<file path="src/rtl/pll_lock_supervisor_if.sv">
// Signal bundle between the PLL lock supervisor and the PLL / downstream reset domain.
// state_dbg mirrors the supervisor FSM state for observation only.
interface pll_lock_supervisor_if;
    logic       pll_lock;
    logic       pll_rst;
    logic       sys_rst_n;
    logic       psram_init;
    logic       fault;
    logic [1:0] retry_cnt;
    logic       lock_ok;
    logic [2:0] state_dbg;

    modport master (
        input  pll_lock,
        output pll_rst,
        output sys_rst_n,
        output psram_init,
        output fault,
        output retry_cnt,
        output lock_ok,
        output state_dbg
    );

    modport slave (
        output pll_lock,
        input  pll_rst,
        input  sys_rst_n,
        input  psram_init,
        input  fault,
        input  retry_cnt,
        input  lock_ok,
        input  state_dbg
    );
endinterface

</file>
<file path="src/rtl/pll_lock_supervisor.sv">
// Sequences PLL reset, qualifies the synchronized lock flag and releases the downstream
// reset once lock is stable and the PSRAM power-up wait has elapsed; retries on failure.
module pll_lock_supervisor #(
    parameter int PLL_RST_CYCLES = 16,
    parameter int LOCK_TIMEOUT   = 2700,
    parameter int LOCK_STABLE    = 256,
    parameter int STARTUP_WAIT   = 4050,
    parameter int MAX_RETRIES    = 3,
    parameter int CNT_W          = 16
) (
    input  logic                   clk,
    input  logic                   rst_n,
    pll_lock_supervisor_if.master  sup
);
    typedef enum logic [2:0] {
        S_PLL_RST   = 3'd0,
        S_WAIT_LOCK = 3'd1,
        S_STABLE    = 3'd2,
        S_STARTUP   = 3'd3,
        S_RUN       = 3'd4,
        S_FAULT     = 3'd5
    } state_t;

    localparam logic [CNT_W-1:0] LD_RST     = CNT_W'(PLL_RST_CYCLES - 1);
    localparam logic [CNT_W-1:0] LD_TIMEOUT = CNT_W'(LOCK_TIMEOUT - 1);
    localparam logic [CNT_W-1:0] LD_STABLE  = CNT_W'(LOCK_STABLE - 1);
    localparam logic [CNT_W-1:0] LD_STARTUP = CNT_W'(STARTUP_WAIT - 1);
    localparam logic [CNT_W-1:0] CNT_ONE    = CNT_W'(1);
    localparam logic [1:0]       RETRY_LAST = 2'(MAX_RETRIES - 1);

    state_t           state_q, state_d;
    logic [CNT_W-1:0] cnt_q, cnt_d;
    logic [1:0]       retry_q, retry_d, retry_inc;
    logic             lock_meta, lock_s;
    logic             fail;
    logic             pll_rst_q, sys_rst_n_q, psram_init_q, fault_q, lock_ok_q;

    // pll_lock comes from the PLL's own clock domain.
    always_ff @(posedge clk or negedge rst_n) begin
        if (!rst_n) begin
            lock_meta <= 1'b0;
            lock_s    <= 1'b0;
        end else begin
            lock_meta <= sup.pll_lock;
            lock_s    <= lock_meta;
        end
    end

    always_ff @(posedge clk or negedge rst_n) begin
        if (!rst_n) begin
            state_q <= S_PLL_RST;
            cnt_q   <= LD_RST;
            retry_q <= 2'd0;
        end else begin
            state_q <= state_d;
            cnt_q   <= cnt_d;
            retry_q <= retry_d;
        end
    end

    assign retry_inc = (retry_q == 2'd3) ? retry_q : retry_q + 2'd1;

    always_comb begin
        state_d = state_q;
        cnt_d   = cnt_q;
        retry_d = retry_q;
        fail    = 1'b0;
        case (state_q)
            S_PLL_RST: begin
                if (cnt_q == '0) begin
                    state_d = S_WAIT_LOCK;
                    cnt_d   = LD_TIMEOUT;
                end else begin
                    cnt_d = cnt_q - CNT_ONE;
                end
            end
            S_WAIT_LOCK: begin
                if (lock_s) begin
                    state_d = S_STABLE;
                    cnt_d   = LD_STABLE;
                end else if (cnt_q == '0) begin
                    fail = 1'b1;
                end else begin
                    cnt_d = cnt_q - CNT_ONE;
                end
            end
            S_STABLE: begin
                // A drop before qualification is a glitch: re-wait without counting a retry.
                if (!lock_s) begin
                    state_d = S_WAIT_LOCK;
                    cnt_d   = LD_TIMEOUT;
                end else if (cnt_q == '0) begin
                    state_d = S_STARTUP;
                    cnt_d   = LD_STARTUP;
                end else begin
                    cnt_d = cnt_q - CNT_ONE;
                end
            end
            S_STARTUP: begin
                if (!lock_s) begin
                    fail = 1'b1;
                end else if (cnt_q == '0) begin
                    state_d = S_RUN;
                end else begin
                    cnt_d = cnt_q - CNT_ONE;
                end
            end
            S_RUN: begin
                if (!lock_s) begin
                    fail = 1'b1;
                end
            end
            S_FAULT: begin
                state_d = S_FAULT;
            end
            default: begin
                state_d = S_PLL_RST;
                cnt_d   = LD_RST;
            end
        endcase

        if (fail) begin
            retry_d = retry_inc;
            if (retry_q == RETRY_LAST) begin
                state_d = S_FAULT;
            end else begin
                state_d = S_PLL_RST;
                cnt_d   = LD_RST;
            end
        end
    end

    // Outputs are registered from the next state so nothing combinational reaches the pins.
    always_ff @(posedge clk or negedge rst_n) begin
        if (!rst_n) begin
            pll_rst_q    <= 1'b1;
            sys_rst_n_q  <= 1'b0;
            psram_init_q <= 1'b0;
            fault_q      <= 1'b0;
            lock_ok_q    <= 1'b0;
        end else begin
            pll_rst_q    <= (state_d == S_PLL_RST) || (state_d == S_FAULT);
            sys_rst_n_q  <= (state_d == S_RUN);
            psram_init_q <= (state_d == S_RUN) && (state_q != S_RUN);
            fault_q      <= (state_d == S_FAULT);
            lock_ok_q    <= (state_d == S_STARTUP) || (state_d == S_RUN);
        end
    end

    assign sup.pll_rst    = pll_rst_q;
    assign sup.sys_rst_n  = sys_rst_n_q;
    assign sup.psram_init = psram_init_q;
    assign sup.fault      = fault_q;
    assign sup.retry_cnt  = retry_q;
    assign sup.lock_ok    = lock_ok_q;
    assign sup.state_dbg  = state_q;
endmodule

</file>
<file path="src/flat_wrapper.sv">
// flat-port wrapper written by rule: the top's interface ports become plain ports
module pll_lock_supervisor_flat 
#(
    parameter int PLL_RST_CYCLES = 16,
    parameter int LOCK_TIMEOUT   = 2700,
    parameter int LOCK_STABLE    = 256,
    parameter int STARTUP_WAIT   = 4050,
    parameter int MAX_RETRIES    = 3,
    parameter int CNT_W          = 16
)
  (clk, rst_n, sup_pll_lock, sup_pll_rst, sup_sys_rst_n, sup_psram_init, sup_fault, sup_retry_cnt, sup_lock_ok, sup_state_dbg);
  pll_lock_supervisor_if sup_i ();
  input  logic clk;
  input  logic rst_n;
  input wire logic [$bits(sup_i.pll_lock)-1:0] sup_pll_lock;
  output wire logic [$bits(sup_i.pll_rst)-1:0] sup_pll_rst;
  output wire logic [$bits(sup_i.sys_rst_n)-1:0] sup_sys_rst_n;
  output wire logic [$bits(sup_i.psram_init)-1:0] sup_psram_init;
  output wire logic [$bits(sup_i.fault)-1:0] sup_fault;
  output wire logic [$bits(sup_i.retry_cnt)-1:0] sup_retry_cnt;
  output wire logic [$bits(sup_i.lock_ok)-1:0] sup_lock_ok;
  output wire logic [$bits(sup_i.state_dbg)-1:0] sup_state_dbg;
  assign sup_i.pll_lock = sup_pll_lock;
  assign sup_pll_rst = sup_i.pll_rst;
  assign sup_sys_rst_n = sup_i.sys_rst_n;
  assign sup_psram_init = sup_i.psram_init;
  assign sup_fault = sup_i.fault;
  assign sup_retry_cnt = sup_i.retry_cnt;
  assign sup_lock_ok = sup_i.lock_ok;
  assign sup_state_dbg = sup_i.state_dbg;
  pll_lock_supervisor #(.PLL_RST_CYCLES(PLL_RST_CYCLES), .LOCK_TIMEOUT(LOCK_TIMEOUT), .LOCK_STABLE(LOCK_STABLE), .STARTUP_WAIT(STARTUP_WAIT), .MAX_RETRIES(MAX_RETRIES), .CNT_W(CNT_W)) u_core (.clk(clk), .rst_n(rst_n), .sup(sup_i));
endmodule
</file>
<file path="config.mk">
export PLATFORM = sky130hd
export DESIGN_NAME = pll_lock_supervisor_flat
export DESIGN_NICKNAME = d
export VERILOG_FILES = /design/src/rtl/pll_lock_supervisor_if.sv /design/src/rtl/pll_lock_supervisor.sv /design/src/flat_wrapper.sv
export SDC_FILE = /design/constraint.sdc
export NUM_CORES = 1
export LEC_CHECK = 0
export CORE_AREA = 2 2 108 58
export DETAILED_ROUTE_END_ITERATION = 10
export DIE_AREA = 0 0 110 60
export GPL_ROUTABILITY_DRIVEN = 0
export SYNTH_ARGS = -nofsm -noshare
export SYNTH_HDL_FRONTEND = slang
export SYNTH_SLANG_ARGS = --single-unit
</file>
<file path="constraint.sdc">
create_clock -name clk -period 3.6 [get_ports clk]
set_clock_uncertainty 0.05 [all_clocks]
set_input_delay 0.36 -clock clk [delete_from_list [all_inputs] [get_ports clk]]
set_output_delay 0.36 -clock clk [all_outputs]
set_load 0.1 [all_outputs]
</file>
==> results of run 1 <==
## cell type report
cell class	instances	area, um2	share of cell area
Sequential cell	28	706.9	0.3289
Inverter	13	48.80	0.02270
Tap cell	77	96.34	0.04482
Timing Repair Buffer	14	127.6	0.05937
Multi-Input combinational cell	172	1115	0.5186
Clock buffer	4	55.05	0.02561
## metal layers
metal	vias up	wire, um	GRT usage
met5	-	0	0
met4	0	44	0.02170
met3	9	797	0.07852
met2	119	1813	0.1946
met1	833	2759	0.3030
li1	847	-	-
## cells in the final DEF, fill, tap and decap left out, types with 3 or more instances in the layout
cell type        count
a21o_1               5
a21oi_1             12
a221o_1              4
a31oi_1              6
buf_4                5
clkbuf_8             4
clkdlybuf4s50_1      9
dfrtp_1             23
dfstp_2              5
ha_1                 4
inv_1               12
mux2i_1              5
nand2_1             18
nand3_1              5
nor2_1              23
nor2b_1              5
nor3_1              11
nor4_1               3
o211ai_1             5
o21ai_0              9
o21ai_1              4
o31ai_1              4
or3_1                5
xnor2_1              6
## state kept, by name (all words and copies together), names as in the netlist
register	flops
u_core.cnt_q	16
u_core.sup.state_dbg	3
u_core.sup.retry_cnt	2
u_core.lock_meta	1
u_core.lock_s	1
u_core.sup.fault	1
u_core.sup.lock_ok	1
u_core.sup.pll_rst	1
u_core.sup.psram_init	1
u_core.sup.sys_rst_n	1
## stage by stage
stage               hold slack (ns)  cell area, um2  power (uW)  setup WS, ns
floorplan                   0.01441            1926        1144         1.089
global route                 0.3293            2150        1672        0.4686
global placement             0.2834            2095        1357        0.8860
finish                       0.3113            2150        1568        0.6465
detailed placement           0.2864            2095        1348        0.7137
CTS                          0.3099            2150        1554        0.6931
## power groups by stage
stage                     clock network [uW]  registers (uW)  logic (uW)
final                                    201             597         771
after detailed placement                   0             591         757
after global routing                     224             610         837
after floorplan                            0             659         485
after global placement                     0             596         761
after CTS                                208             587         759
## worst min path at each step
stage / from / end / slack, ns / cells after the start
2_1_floorplan: rst_n / u_core.cnt_q[10]$_DFF_PN0_ / 0.01 / 0
3_3_place_gp: u_core.lock_meta$_DFF_PN0_ / u_core.lock_s$_DFF_PN0_ / 0.28 / 0
3_5_place_dp: u_core.lock_meta$_DFF_PN0_ / u_core.lock_s$_DFF_PN0_ / 0.29 / 0
4_1_cts: u_core.lock_meta$_DFF_PN0_ / u_core.lock_s$_DFF_PN0_ / 0.31 / 0
5_1_grt: u_core.lock_meta$_DFF_PN0_ / u_core.lock_s$_DFF_PN0_ / 0.33 / 0
6_report: u_core.lock_meta$_DFF_PN0_ / u_core.lock_s$_DFF_PN0_ / 0.31 / 0
## cells by family after synthesis
family                     share of synthesized area
buffers and inverters                        0.05393
adders and majority gates                    0.02599
and+or+nand+nor                               0.2300
DFF                                           0.3671
xor gates and xnor gates                     0.02729
muxes                                        0.03184
AOI/OAI and AO/OA                             0.2638
==> impl_metrics.env, run 1 <==
export IMPL_clockBufferDepth=2
export IMPL_r2r_start="u_core.cnt_q[0]$_DFF_PN1_"
export IMPL_critical_path_class="reg -> reg"
export IMPL_diodes=0
export IMPL_dp_hpwl_um=4001
export IMPL_p_per_area_nw_per_um2=729.5
export IMPL_r2r_end="u_core.cnt_q[0]$_DFF_PN1_"
export IMPL_p_leak_uw=0.0008888
export IMPL_syn_avg_cell_area_um2=8.520
export IMPL_drc=0
export IMPL_relSlewSlack=0.3459
export IMPL_fin_crit_ns=2.953
export IMPL_hp_class="reg -> reg"
export IMPL_synth_largest_area_cell="dfrtp_1"
export IMPL_post_cts_resized=0
export IMPL_post_cts_buffers=0
export IMPL_finalNonFillerCells=308
export IMPL_fp_dieH_um=60
export IMPL_core_um2=5731
export IMPL_num_rows=20
export IMPL_ys_top_cells_by_count="dfrtp_1 (23), nor2_1 (23), nand2_1 (18), a21oi_1 (12), inv_1 (12)"
export IMPL_io_buffers=12
export IMPL_crit_buf_inv=2
export IMPL_layout_drive_gt1_share=0.1082
export IMPL_nNetsFinal=239
export IMPL_grt_use_total=0.1793
export IMPL_clock_sinks=28
export IMPL_numCtsBuffers=3
export IMPL_cp_cell_sequence="inv_1, ha_1, nor3b_2, nand4_1, nor2_4, inv_2, ha_1, mux2i_1, a221oi_1, a221o_1"
export IMPL_fp_dieW_um=110
export IMPL_combPwrFrac=0.491
export IMPL_grt_pass1_vias=1513
export IMPL_min_period_over_period=0.8204
export IMPL_finalMaxSlewViolations=0
export IMPL_synth_distinct_cells=54
export IMPL_postCtsHoldBufs=0
export IMPL_sw_frac_of_total=0.4801
export IMPL_crit_cells=10
export IMPL_ir_worst_vdd_v=0.0003117
export IMPL_hold_viol_final=0
export IMPL_dp_cells=304
export IMPL_r2r_slack_ns=0.65
export IMPL_setup_worst_path_end_class="flip-flop"
export IMPL_reg2regPathDepth=10
export IMPL_tightest_slew_ns=0.9781
export IMPL_cts_tree="yes"
export IMPL_ys_warn_count=0
export IMPL_arrival_ns=3.12
export IMPL_ctsHtreeMaxLevel=1
export IMPL_synth_top_area_frac=0.2989
export IMPL_fin_util=0.3751
export IMPL_yosys_most_used_dff="dfrtp_1"
export IMPL_post_drt_wl_per_cell_um=17.58
export IMPL_critPathLaunch="u_core.cnt_q[0]$_DFF_PN1_"
export IMPL_start_util=0.3360
export IMPL_synth_edf_count=0
export IMPL_crit_family="simple AND/OR/NAND/NOR gates"
export IMPL_clock_latency_ns=0.28
export IMPL_startpoint_type="flip-flop"
export IMPL_power_frac_seq=0.381
export IMPL_num_vias=1808
export IMPL_path_common_cell="ha_1"
export IMPL_ys_ff_latch=28
export IMPL_syn_area_um2=1926
export IMPL_root_buffer="clkbuf_8"
export IMPL_cpPeakStageDelay_ns=0.48
export IMPL_ant_nets=0
export IMPL_firstDrtPassIters=6
export IMPL_p_int_uw=815.2
export IMPL_cap_violations=0
export IMPL_ios=13
export IMPL_async_flop_share=1.000
export IMPL_crit_required_ns=3.77
export IMPL_finalSetupViolCount=0
export IMPL_power_frac_clock=0.128
export IMPL_crit_path_end="u_core.cnt_q[0]$_DFF_PN1_"
export IMPL_die_area_um2=6600
export IMPL_netlist_instances=226
export IMPL_slowest_stage="nand4_1"
export IMPL_status="finished, final reports clean"
export IMPL_switchingPower_uw=752.9
export IMPL_routed_wl_um=5415
export IMPL_tns_ns=0
export IMPL_ys_seq_area_frac=0.3671
export IMPL_grt_pass1_wl_um=8659
export IMPL_synth_area_leaders="dfrtp_1 (30%), dfstp_2 (6.8%), nor2_1 (4.5%)"
export IMPL_cp_max_fo=11
export IMPL_clk_pin_slew_ns=0.10
export IMPL_overflow=0
export IMPL_drt_iter0_drc=261
export IMPL_vias_per_cell=5.870
export IMPL_areaGrowthSynthToFinish_pct=11.63
export IMPL_rsz0062_at_grt="false"
export IMPL_antenna_found_initial=0
export IMPL_grt_start_max_net_pins=29
export IMPL_syn_nets=233
export IMPL_clock_fmax_ghz=0.3386
export IMPL_num_fill_cells=585
(Power assumes the default switching activity.)
==> run 2: changes to the inputs <==
clock period = 3 ns   (was 3.6 ns; I/O delays follow)
==> run 2 against run 1 <==
Compared with the run above:
- flip-flop and latch count unchanged
- critical path depth unchanged
- register-to-register slack lost 0.25 ns
- total power rose by 25%
- non-clock buffer count up 7
- highest routed layer unchanged
==> impl_metrics.env, run 2 (synthesis gave the netlist of run 1 again) <==
export IMPL_status="finished, final reports clean"
export IMPL_num_vias=1797
export IMPL_grt_pass1_vias=1637
export IMPL_start_util=0.3360
export IMPL_path_common_cell="ha_1"
export IMPL_clock_latency_ns=0.29
export IMPL_whs_endpoint="u_core.lock_s$_DFF_PN0_"
export IMPL_cpPeakStageDelay_ns=0.40
export IMPL_antenna_found_initial=0
export IMPL_vias_per_cell=5.705
export IMPL_r2r_end="u_core.cnt_q[0]$_DFF_PN1_"
export IMPL_crit_family="simple AND/OR/NAND/NOR gates"
export IMPL_p_per_area_nw_per_um2=892.9
export IMPL_firstDrtPassIters=5
export IMPL_io_buffers=12
export IMPL_reg2regPathDepth=10
export IMPL_overflow=0
export IMPL_layout_drive_gt1_share=0.1639
export IMPL_multi_input_area_um2=1115
export IMPL_critPathLaunch="u_core.cnt_q[0]$_DFF_PN1_"
export IMPL_numCtsBuffers=3
export IMPL_cp_cell_sequence="inv_1, ha_1, nor3b_2, nand4_1, nor2_4, inv_2, ha_1, mux2i_1, a221oi_1, a221o_1"
export IMPL_crit_cells=10
export IMPL_critical_path_class="reg -> reg"
export IMPL_fin_util=0.3841
export IMPL_fp_dieH_um=60
export IMPL_ctsHtreeMaxLevel=1
export IMPL_root_buffer="clkbuf_8"
export IMPL_num_fill_cells=576
export IMPL_slowest_stage="dfstp_2"
export IMPL_finalMaxSlewViolations=0
export IMPL_rsz0062_at_grt="false"
export IMPL_diodes=0
export IMPL_regMostFlops="u_core.cnt_q"
export IMPL_finalNonFillerCells=315
export IMPL_nNetsFinal=246
export IMPL_post_cts_resized=0
export IMPL_ios=13
export IMPL_clk_pin_slew_ns=0.11
export IMPL_dp_cells=311
export IMPL_post_drt_wl_per_cell_um=17.59
export IMPL_cap_violations=0
export IMPL_layout_setup_ws_ns=0.3918
export IMPL_drt_iter0_drc=267
export IMPL_grt_start_max_net_pins=29
export IMPL_hp_start="u_core.lock_meta$_DFF_PN0_"
export IMPL_dp_hpwl_um=4166
export IMPL_ir_worst_vdd_v=0.0003126
export IMPL_die_area_um2=6600
export IMPL_fp_dieW_um=110
export IMPL_tns_ns=0
export IMPL_post_cts_buffers=0
export IMPL_clock_sinks=28
export IMPL_p_leak_uw=0.0009433
export IMPL_finalSetupViolCount=0
export IMPL_crit_buf_inv=2
export IMPL_crit_required_ns=3.17
export IMPL_timing_hold_ws_ns=0.3064
export IMPL_startpoint_type="flip-flop"
export IMPL_r2r_start="u_core.cnt_q[0]$_DFF_PN1_"
export IMPL_hp_class="reg -> reg"
export IMPL_areaGrowthSynthToFinish_pct=14.29
export IMPL_regArea_um2=706.9
export IMPL_fin_crit_ns=2.608
export IMPL_arrival_ns=2.78
export IMPL_setup_worst_path_end_class="flip-flop"
export IMPL_core_um2=5731
export IMPL_ant_nets=0
export IMPL_hold_viol_final=0
export IMPL_clock_fmax_ghz=0.3834
export IMPL_routed_wl_um=5542
export IMPL_num_rows=20
export IMPL_postCtsHoldBufs=0
export IMPL_tightest_slew_ns=0.7731
export IMPL_cts_tree="yes"
export IMPL_layout_common_cells="nor2_1 (23), dfrtp_1 (23), buf_4 (19)"
export IMPL_cp_max_fo=9
export IMPL_clockBufferDepth=2
export IMPL_grt_use_total=0.1829
export IMPL_r2r_slack_ns=0.39
export IMPL_min_period_over_period=0.8694
export IMPL_relSlewSlack=0.4846
export IMPL_grt_pass1_wl_um=8942
export IMPL_drc=0
export IMPL_hold_depth=0
export IMPL_pre_cts_ws_ns=0.4674
export IMPL_largest_register_ffs=16
-- run 2: cell count changes in the layout (fill, tap and decap cells not counted) --
cell	before	now
buf_4	5	19
clkdlybuf4s50_1	9	2
bufinv_16	0	1
clkbuf_8	4	3
-- run 2: worst max-delay path by stage --
stage                              endpoint
2_1_floorplan  u_core.sup.lock_ok$_DFF_PN0_
3_3_place_gp      u_core.cnt_q[0]$_DFF_PN1_
3_5_place_dp      u_core.cnt_q[0]$_DFF_PN1_
4_1_cts           u_core.cnt_q[0]$_DFF_PN1_
5_1_grt           u_core.cnt_q[7]$_DFF_PN0_
6_report          u_core.cnt_q[0]$_DFF_PN1_
-- run 2: per-layer routing --
metal,vias to the layer above,part of all wire,GRT usage
met5,-,0,0
met4,0,0.0031,0.01627
met3,4,0.14,0.07306
met2,114,0.33,0.2156
met1,823,0.53,0.3018
li1,856,-,-
-- run 2: cell type report --
class                   count  share of cell area
inverters                  13             0.02217
clock buffers               3             0.01876
multi-input cells         172              0.5065
flip-flops and latches     28              0.3212
repair buffers             21             0.07391
clock inverters             1             0.01364
well taps                  77             0.04377
-- run 2: power by group --
part	switching (uW)	internal, uW	leakage, uW
clock	128	179	0.0000357
sequential	200	514	0.000353
combinational	584	360	0.000555
total	912	1050	0.000943
-- run 2: through the flow --
| stage | cell area [um2] | power (uW) |
|---|---|---|
| 5_1_grt | 2201 | 2096 |
| 2_1_floorplan | 1926 | 1373 |
| 3_3_place_gp | 2130 | 1638 |
| 3_5_place_dp | 2130 | 1636 |
| 6_report | 2201 | 1965 |
| 4_1_cts | 2201 | 1949 |
-- run 2: worst reg2reg max path, stage by stage, from the launching register on --
cell and delay, ns:
dfstp_2 0.40, inv_1 0.05, ha_1 0.19, nor3b_2 0.29, nand4_1 0.22, nor2_4 0.26, inv_2 0.16, ha_1 0.34
mux2i_1 0.13, a221oi_1 0.09, a221o_1 0.36
==> run 3: changes to the inputs <==
TNS_END_PERCENT = 10   (was default)
==> results of run 3 <==
Final layout, timing and power as in run 2 (identical DEF).
